File: config.mk
export PLATFORM = sky130hd
export DESIGN_NAME = fetch_sequencer
export DESIGN_NICKNAME = d
export VERILOG_FILES = /design/src/rtl/fetch_pkg.sv /design/src/rtl/fetch_pc_next.sv /design/src/rtl/fetch_sequencer.sv
export SDC_FILE = /design/constraint.sdc
export NUM_CORES = 1
export LEC_CHECK = 0
export CELL_PAD_IN_SITES_DETAIL_PLACEMENT = 1
export CELL_PAD_IN_SITES_GLOBAL_PLACEMENT = 2
export CORE_UTILIZATION = 22
export CTS_CLUSTER_DIAMETER = 60
export DETAILED_ROUTE_END_ITERATION = 10
export MAX_ROUTING_LAYER = met4
export PLACE_DENSITY = 0.93
export SYNTH_ARGS = -nofsm -noshare
export SYNTH_HDL_FRONTEND = slang
export SYNTH_HIERARCHICAL = 1
export SYNTH_SLANG_ARGS = --single-unit
File: constraint.sdc
create_clock -name clk -period 4.2 [get_ports clk]
set_input_delay 1.26 -clock clk [delete_from_list [all_inputs] [get_ports clk]]
set_output_delay 1.26 -clock clk [all_outputs]
set_load 0.05 [all_outputs]
File: src/rtl/fetch_pkg.sv
// fetch_pkg: shared types and default sizing for the fetch sequencer.
// The optional retire counter is enabled with the FETCH_PERF_EN macro (see fetch_sequencer).
package fetch_pkg;

    localparam int FETCH_ADDR_W = 6;
    localparam int FETCH_DATA_W = 32;
    localparam int FETCH_DEPTH  = 64;

    // Raw encodings kept as plain constants so older code can compare against them directly.
    localparam logic [1:0] S_IDLE   = 2'd0;
    localparam logic [1:0] S_FETCH  = 2'd1;
    localparam logic [1:0] S_ISSUE  = 2'd2;
    localparam logic [1:0] S_HALTED = 2'd3;

    typedef enum logic [1:0] {
        ST_IDLE   = S_IDLE,
        ST_FETCH  = S_FETCH,
        ST_ISSUE  = S_ISSUE,
        ST_HALTED = S_HALTED
    } fetch_state_t;

endpackage

File: src/rtl/fetch_pc_next.sv
// fetch_pc_next: combinational next-PC select.
// Sequential increment wraps at DEPTH-1; a redirect to an address at or
// beyond DEPTH is clamped to 0 and flagged through range_err.
module fetch_pc_next #(
    parameter int ADDR_W = 6,
    parameter int DEPTH  = 64
) (
    input  logic [ADDR_W-1:0] pc,
    input  logic              redirect_valid,
    input  logic [ADDR_W-1:0] redirect_addr,
    output logic [ADDR_W-1:0] next_pc,
    output logic              range_err
);

    // One extra bit so DEPTH == 2**ADDR_W is representable.
    localparam logic [ADDR_W:0]   DEPTH_C = (ADDR_W+1)'(DEPTH);
    localparam logic [ADDR_W-1:0] LAST_PC = ADDR_W'(DEPTH-1);

    // Pick redirect target or sequential successor, clamping bad targets to 0.
    always_comb begin
        range_err = 1'b0;
        next_pc   = (pc == LAST_PC) ? '0 : pc + ADDR_W'(1);
        if (redirect_valid) begin
            if ({1'b0, redirect_addr} >= DEPTH_C) begin
                next_pc   = '0;
                range_err = 1'b1;
            end else begin
                next_pc = redirect_addr;
            end
        end
    end

endmodule

File: src/rtl/fetch_sequencer.sv
// fetch_sequencer: owns the PC, issues imem reads over req/ack and hands
// each instruction to decode over valid/ready. Redirects apply only on the
// hand-off cycle. Define FETCH_PERF_EN to build the 16-bit retire counter;
// otherwise retired_cnt is tied to 0.
module fetch_sequencer
    import fetch_pkg::*;
#(
    parameter int ADDR_W = FETCH_ADDR_W,
    parameter int DATA_W = FETCH_DATA_W,
    parameter int DEPTH  = FETCH_DEPTH
) (
    input  logic              clk,
    input  logic              reset,
    input  logic              run,
    input  logic              halt_req,
    output logic              imem_req,
    output logic [ADDR_W-1:0] imem_addr,
    input  logic              imem_ack,
    input  logic [DATA_W-1:0] imem_rdata,
    output logic              instr_valid,
    input  logic              instr_ready,
    output logic [DATA_W-1:0] instr,
    output logic [ADDR_W-1:0] instr_pc,
    input  logic              redirect_valid,
    input  logic [ADDR_W-1:0] redirect_addr,
    output logic              busy,
    output logic              addr_err,
    output logic [15:0]       retired_cnt
);

    fetch_state_t      state;
    logic [ADDR_W-1:0] pc;
    logic [ADDR_W-1:0] next_pc;
    logic              range_err;
    logic              handoff;

    assign handoff = (state == ST_ISSUE) && instr_ready;

    fetch_pc_next #(
        .ADDR_W (ADDR_W),
        .DEPTH  (DEPTH)
    ) u_pc_next (
        .pc             (pc),
        .redirect_valid (redirect_valid),
        .redirect_addr  (redirect_addr),
        .next_pc        (next_pc),
        .range_err      (range_err)
    );

    // All outputs decode from registered state, never from inputs.
    assign imem_req    = (state == ST_FETCH);
    assign instr_valid = (state == ST_ISSUE);
    assign busy        = (state == ST_FETCH) || (state == ST_ISSUE);
    assign imem_addr   = pc;

    // Control FSM plus PC / instruction capture registers.
    always_ff @(posedge clk) begin
        if (reset) begin
            state    <= ST_IDLE;
            pc       <= '0;
            instr    <= '0;
            instr_pc <= '0;
            addr_err <= 1'b0;
        end else begin
            case (state)
                ST_IDLE, ST_HALTED: begin
                    if (run) state <= ST_FETCH;
                end
                ST_FETCH: begin
                    // halt_req is deliberately not looked at here: an issued read always completes.
                    if (imem_ack) begin
                        instr    <= imem_rdata;
                        instr_pc <= pc;
                        state    <= ST_ISSUE;
                    end
                end
                ST_ISSUE: begin
                    if (handoff) begin
                        pc <= next_pc;
                        if (range_err) addr_err <= 1'b1;
                        state <= halt_req ? ST_HALTED : ST_FETCH;
                    end
                end
                default: state <= ST_IDLE;
            endcase
        end
    end

`ifdef FETCH_PERF_EN
    logic [15:0] retired_q;

    // Count hand-offs; wraps naturally at 16 bits.
    always_ff @(posedge clk) begin
        if (reset)        retired_q <= '0;
        else if (handoff) retired_q <= retired_q + 16'd1;
    end

    assign retired_cnt = retired_q;
`else
    assign retired_cnt = '0;
`endif

endmodule

==> results.txt <==
STA puts the critical path data required time at 2.94 ns. The library cell contributing the largest single delay on the critical path is sky130_fd_sc_hd__clkdlybuf4s50_1. TritonCTS built the clock tree. The max-cap violation count came out at 0. The biggest fanout along the worst timing path came out at 4. The via count normalized by instance count is 4.340. The detailed router finished its first iteration with 82 violations. The hold violation total from the final report is 0.

The H-tree depth came out at 2. The pin count of the biggest net entering global routing came out at 48. The routability-driven placement congestion ratio is 0.7548. The maximum clock frequency is 310.5 MHz. The count of vias placed by the detailed router is 1966.

Timing analysis after detailed placement gives a worst setup slack of 1.242 ns. The clock latency on the worst-skew pair came out at 0.29 ns. The first detailed-routing pass ran for 7 iterations. The biggest area contributor in the post-synthesis netlist is sky130_fd_sc_hd__dfxtp_1. The critical path in this run is classified as reg2out. On the final layout, the worst hold slack is 0.4610 ns. The max-slew violation count came out at 0. By instance count, the cell type seen most on the critical path is sky130_fd_sc_hd__inv_1. The multi-input logic area came out at 919.6 sq um. The library cells used most frequently in the layout, excluding fill and tap cells, are 91 x sky130_fd_sc_hd__nand2_1, 91 x sky130_fd_sc_hd__clkdlybuf4s50_1, 48 x sky130_fd_sc_hd__a21oi_1, 47 x sky130_fd_sc_hd__dfxtp_1, 17 x sky130_fd_sc_hd__conb_1. The core area came out at 8848 sq um. Of the post-synthesis cell area, the dominant cell type holds 46.25%. Traced cell by cell, the critical path runs through inv_1 -> ha_1 -> inv_1 -> clkdlybuf4s50_1. The worst hold path begins at instr_pc[3]. In this run the vertical extent of the chip is 98.17 microns.

The cell area that synthesis handed to floorplanning was 2034 sq um. After global routing the overflow that remains totals 0. The data arrival time of the worst path is 1.96 ns. The post-route fraction of the period consumed by the critical path came out at 76.68%. The setup violation total in the final timing report came out at 0. The run finished, with violations left. The sort of element at the end of the critical path is an output port. The number of primary I/O pins is 109. The final setup slack of the worst path is 0.9796 ns. The worst clock skew on the final layout is 0.009216 ns. The most critical setup path has its startpoint at state[0].

The shortest period the worst path allows is 3.220 ns. The first global-routing pass estimated 9114 microns of wire. The global-route usage over all layers came out at 12.12%.

At the pin with the least slew margin, the transition time is 0.8825 ns. The number of antenna violations at the first check in global routing is 0. The sequential area share after synthesis is 46.25%. The final reports fail on DRC. The die area is 9636 sq um. The power per cell area came out at 368.4 nW/um^2.

The number of remaining DRC errors is 10. The number of clock buffers added by TritonCTS is 5. The worst-case IR drop observed on VDD is 0.1236 mV. The quantity of gates resized following cts came out at 0. STA classifies the critical path startpoint as a flip-flop. The clock tree buffer depth is 2. The total wire length is 5712 microns. The setup TNS is 0 ns. Synthesis instantiated 24 different standard cells from the library.

The leakage power summed over all cells came out at 1.069 nW. Compared with the post-synthesis result, the final layout area differs by 49.08%. The count of input and output buffers is 92.

The area used by sequential logic in the layout is 940.9 sq um. The placed wire-length estimate after detailed placement came out at 4275 microns. The tightest slew margin relative to the limit came out at 41.17%. The die boundary width came out at 98.17 microns.

The number of filler cells placed in the layout came out at 1097. The share of layout cells above drive strength 1 came out at 3.768%. After clock tree synthesis, the setup repair step added 0 buffers. The synthesized instance count came out at 261. The number of antenna repair diodes came out at 0. Setup repair after global routing left no endpoint under its margin. The clock tree root driver cell is sky130_fd_sc_hd__clkbuf_8. The average instance in the mapped netlist occupies 7.795 sq um. CTS saw 47 sinks. In this run the critical register-to-register path is launched from state[1].

In this run, post-CTS hold repair placed 0 buffers. In the final routed layout, each cell accounts on average for 12.61 microns. The number of global-route vias before repair came out at 1919. The register clock-pin slew on the reported worst setup and hold paths came out at 0.09 ns. The number of warnings printed during yosys synthesis came out at 6. After synthesis, the cell types taking the most area are sky130_fd_sc_hd__dfxtp_1 46%, sky130_fd_sc_hd__nand2_1 17%, sky130_fd_sc_hd__a21oi_1 12%, sky130_fd_sc_hd__buf_4 7.4%, sky130_fd_sc_hd__ha_1 3.1%. The total number of nets in the final design came out at 395. The worst hold path belongs to the class reg2reg. The largest single stage delay on the critical path is 0.79 ns. The synthesis-stage register bit count is 47. The floorplan has 34 rows.

In this run the remaining antenna-violating nets after routing total 0. The initial core utilization came out at 22.99%. The slack of the worst reg-to-reg path came out at 2.34 ns.
Yosys cell counts (all sizes together):
cell type and instances:
xor2 2, and2 1, o21ai 3, conb 2, nand2 91, a21oi 48, and2b 1, nor2b 3
dfxtp 47, or4 3, clkbuf 5, buf 28, a41oi 1, nor2 2, mux2 1, xnor2 1
o31ai 4, ha 5, nand3 10, inv 3
metal layers:
layer  vias up  routed length, microns  global-route usage (%)
met5         -                       0                       -
met1       907                    2585                   14.49
li1        982                       -                       -
met4         0                       9                   2.411
met3         2                     421                   3.293
met2        75                    2695                   20.48
final timing paths:
kind,to,cells past startpoint
worst max-delay path,busy,4
worst min-delay path,instr_pc[3],2
worst max register to register,instr[25],6
worst min register to register,instr_pc[3],2
stage by stage:
| step | utilization (%) | cells | area [sq um] | power, mW |
|---|---|---|---|---|
| after floorplan | - | 276 | 2091 | 0.7472 |
| after global placement | 33.29 | 446 | 2945 | 0.8551 |
| after detailed placement | 33.29 | 446 | 2945 | 0.8617 |
| after CTS | 34.28 | 453 | 3033 | 1.141 |
| after global routing | 34.28 | 453 | 3033 | 1.179 |
| final | 34.28 | 453 | 3033 | 1.117 |
registers in the layout, summed over array words and instances, names as in the netlist:
name       flops
instr         32
imem_addr      6
instr_pc       6
state          2
addr_err       1
power by group:
group / total, mW / switching (mW) / internal (mW)
sequential: 0.491 / 0.0179 / 0.473
combinational: 0.355 / 0.233 / 0.122
clock: 0.271 / 0.142 / 0.129
total: 1.12 / 0.393 / 0.725
worst max-delay path, delay by kind of cell (launching register included):
| family | cells | cell delay [ns] |
|---|---|---|
| buffers and inverters | 3 | 0.93 |
| DFF | 1 | 0.40 |
| adders and majority gates | 1 | 0.33 |
cells by family (layout without fill, tap and decap cells):
kind of cell	count (synthesis)	in the layout	share of synthesized area, %
buf+inv	36	105	11.32
compound gates	56	56	14.45
flops	47	47	46.25
fa+ha+maj	5	5	3.075
simple gates	111	111	22.69
mux	1	1	0.5535
xor+xnor	3	3	1.292
other cells	2	17	0.3691
area by class of cell:
class,count,area share (%)
Timing Repair Buffer,95,30.94
Tap cell,108,4.455
Inverter,3,0.3713
Clock inverter,1,0.1650
Clock buffer,6,2.723
Multi-Input combinational cell,193,30.32
Sequential cell,47,31.02
(Power assumes the default switching activity.)
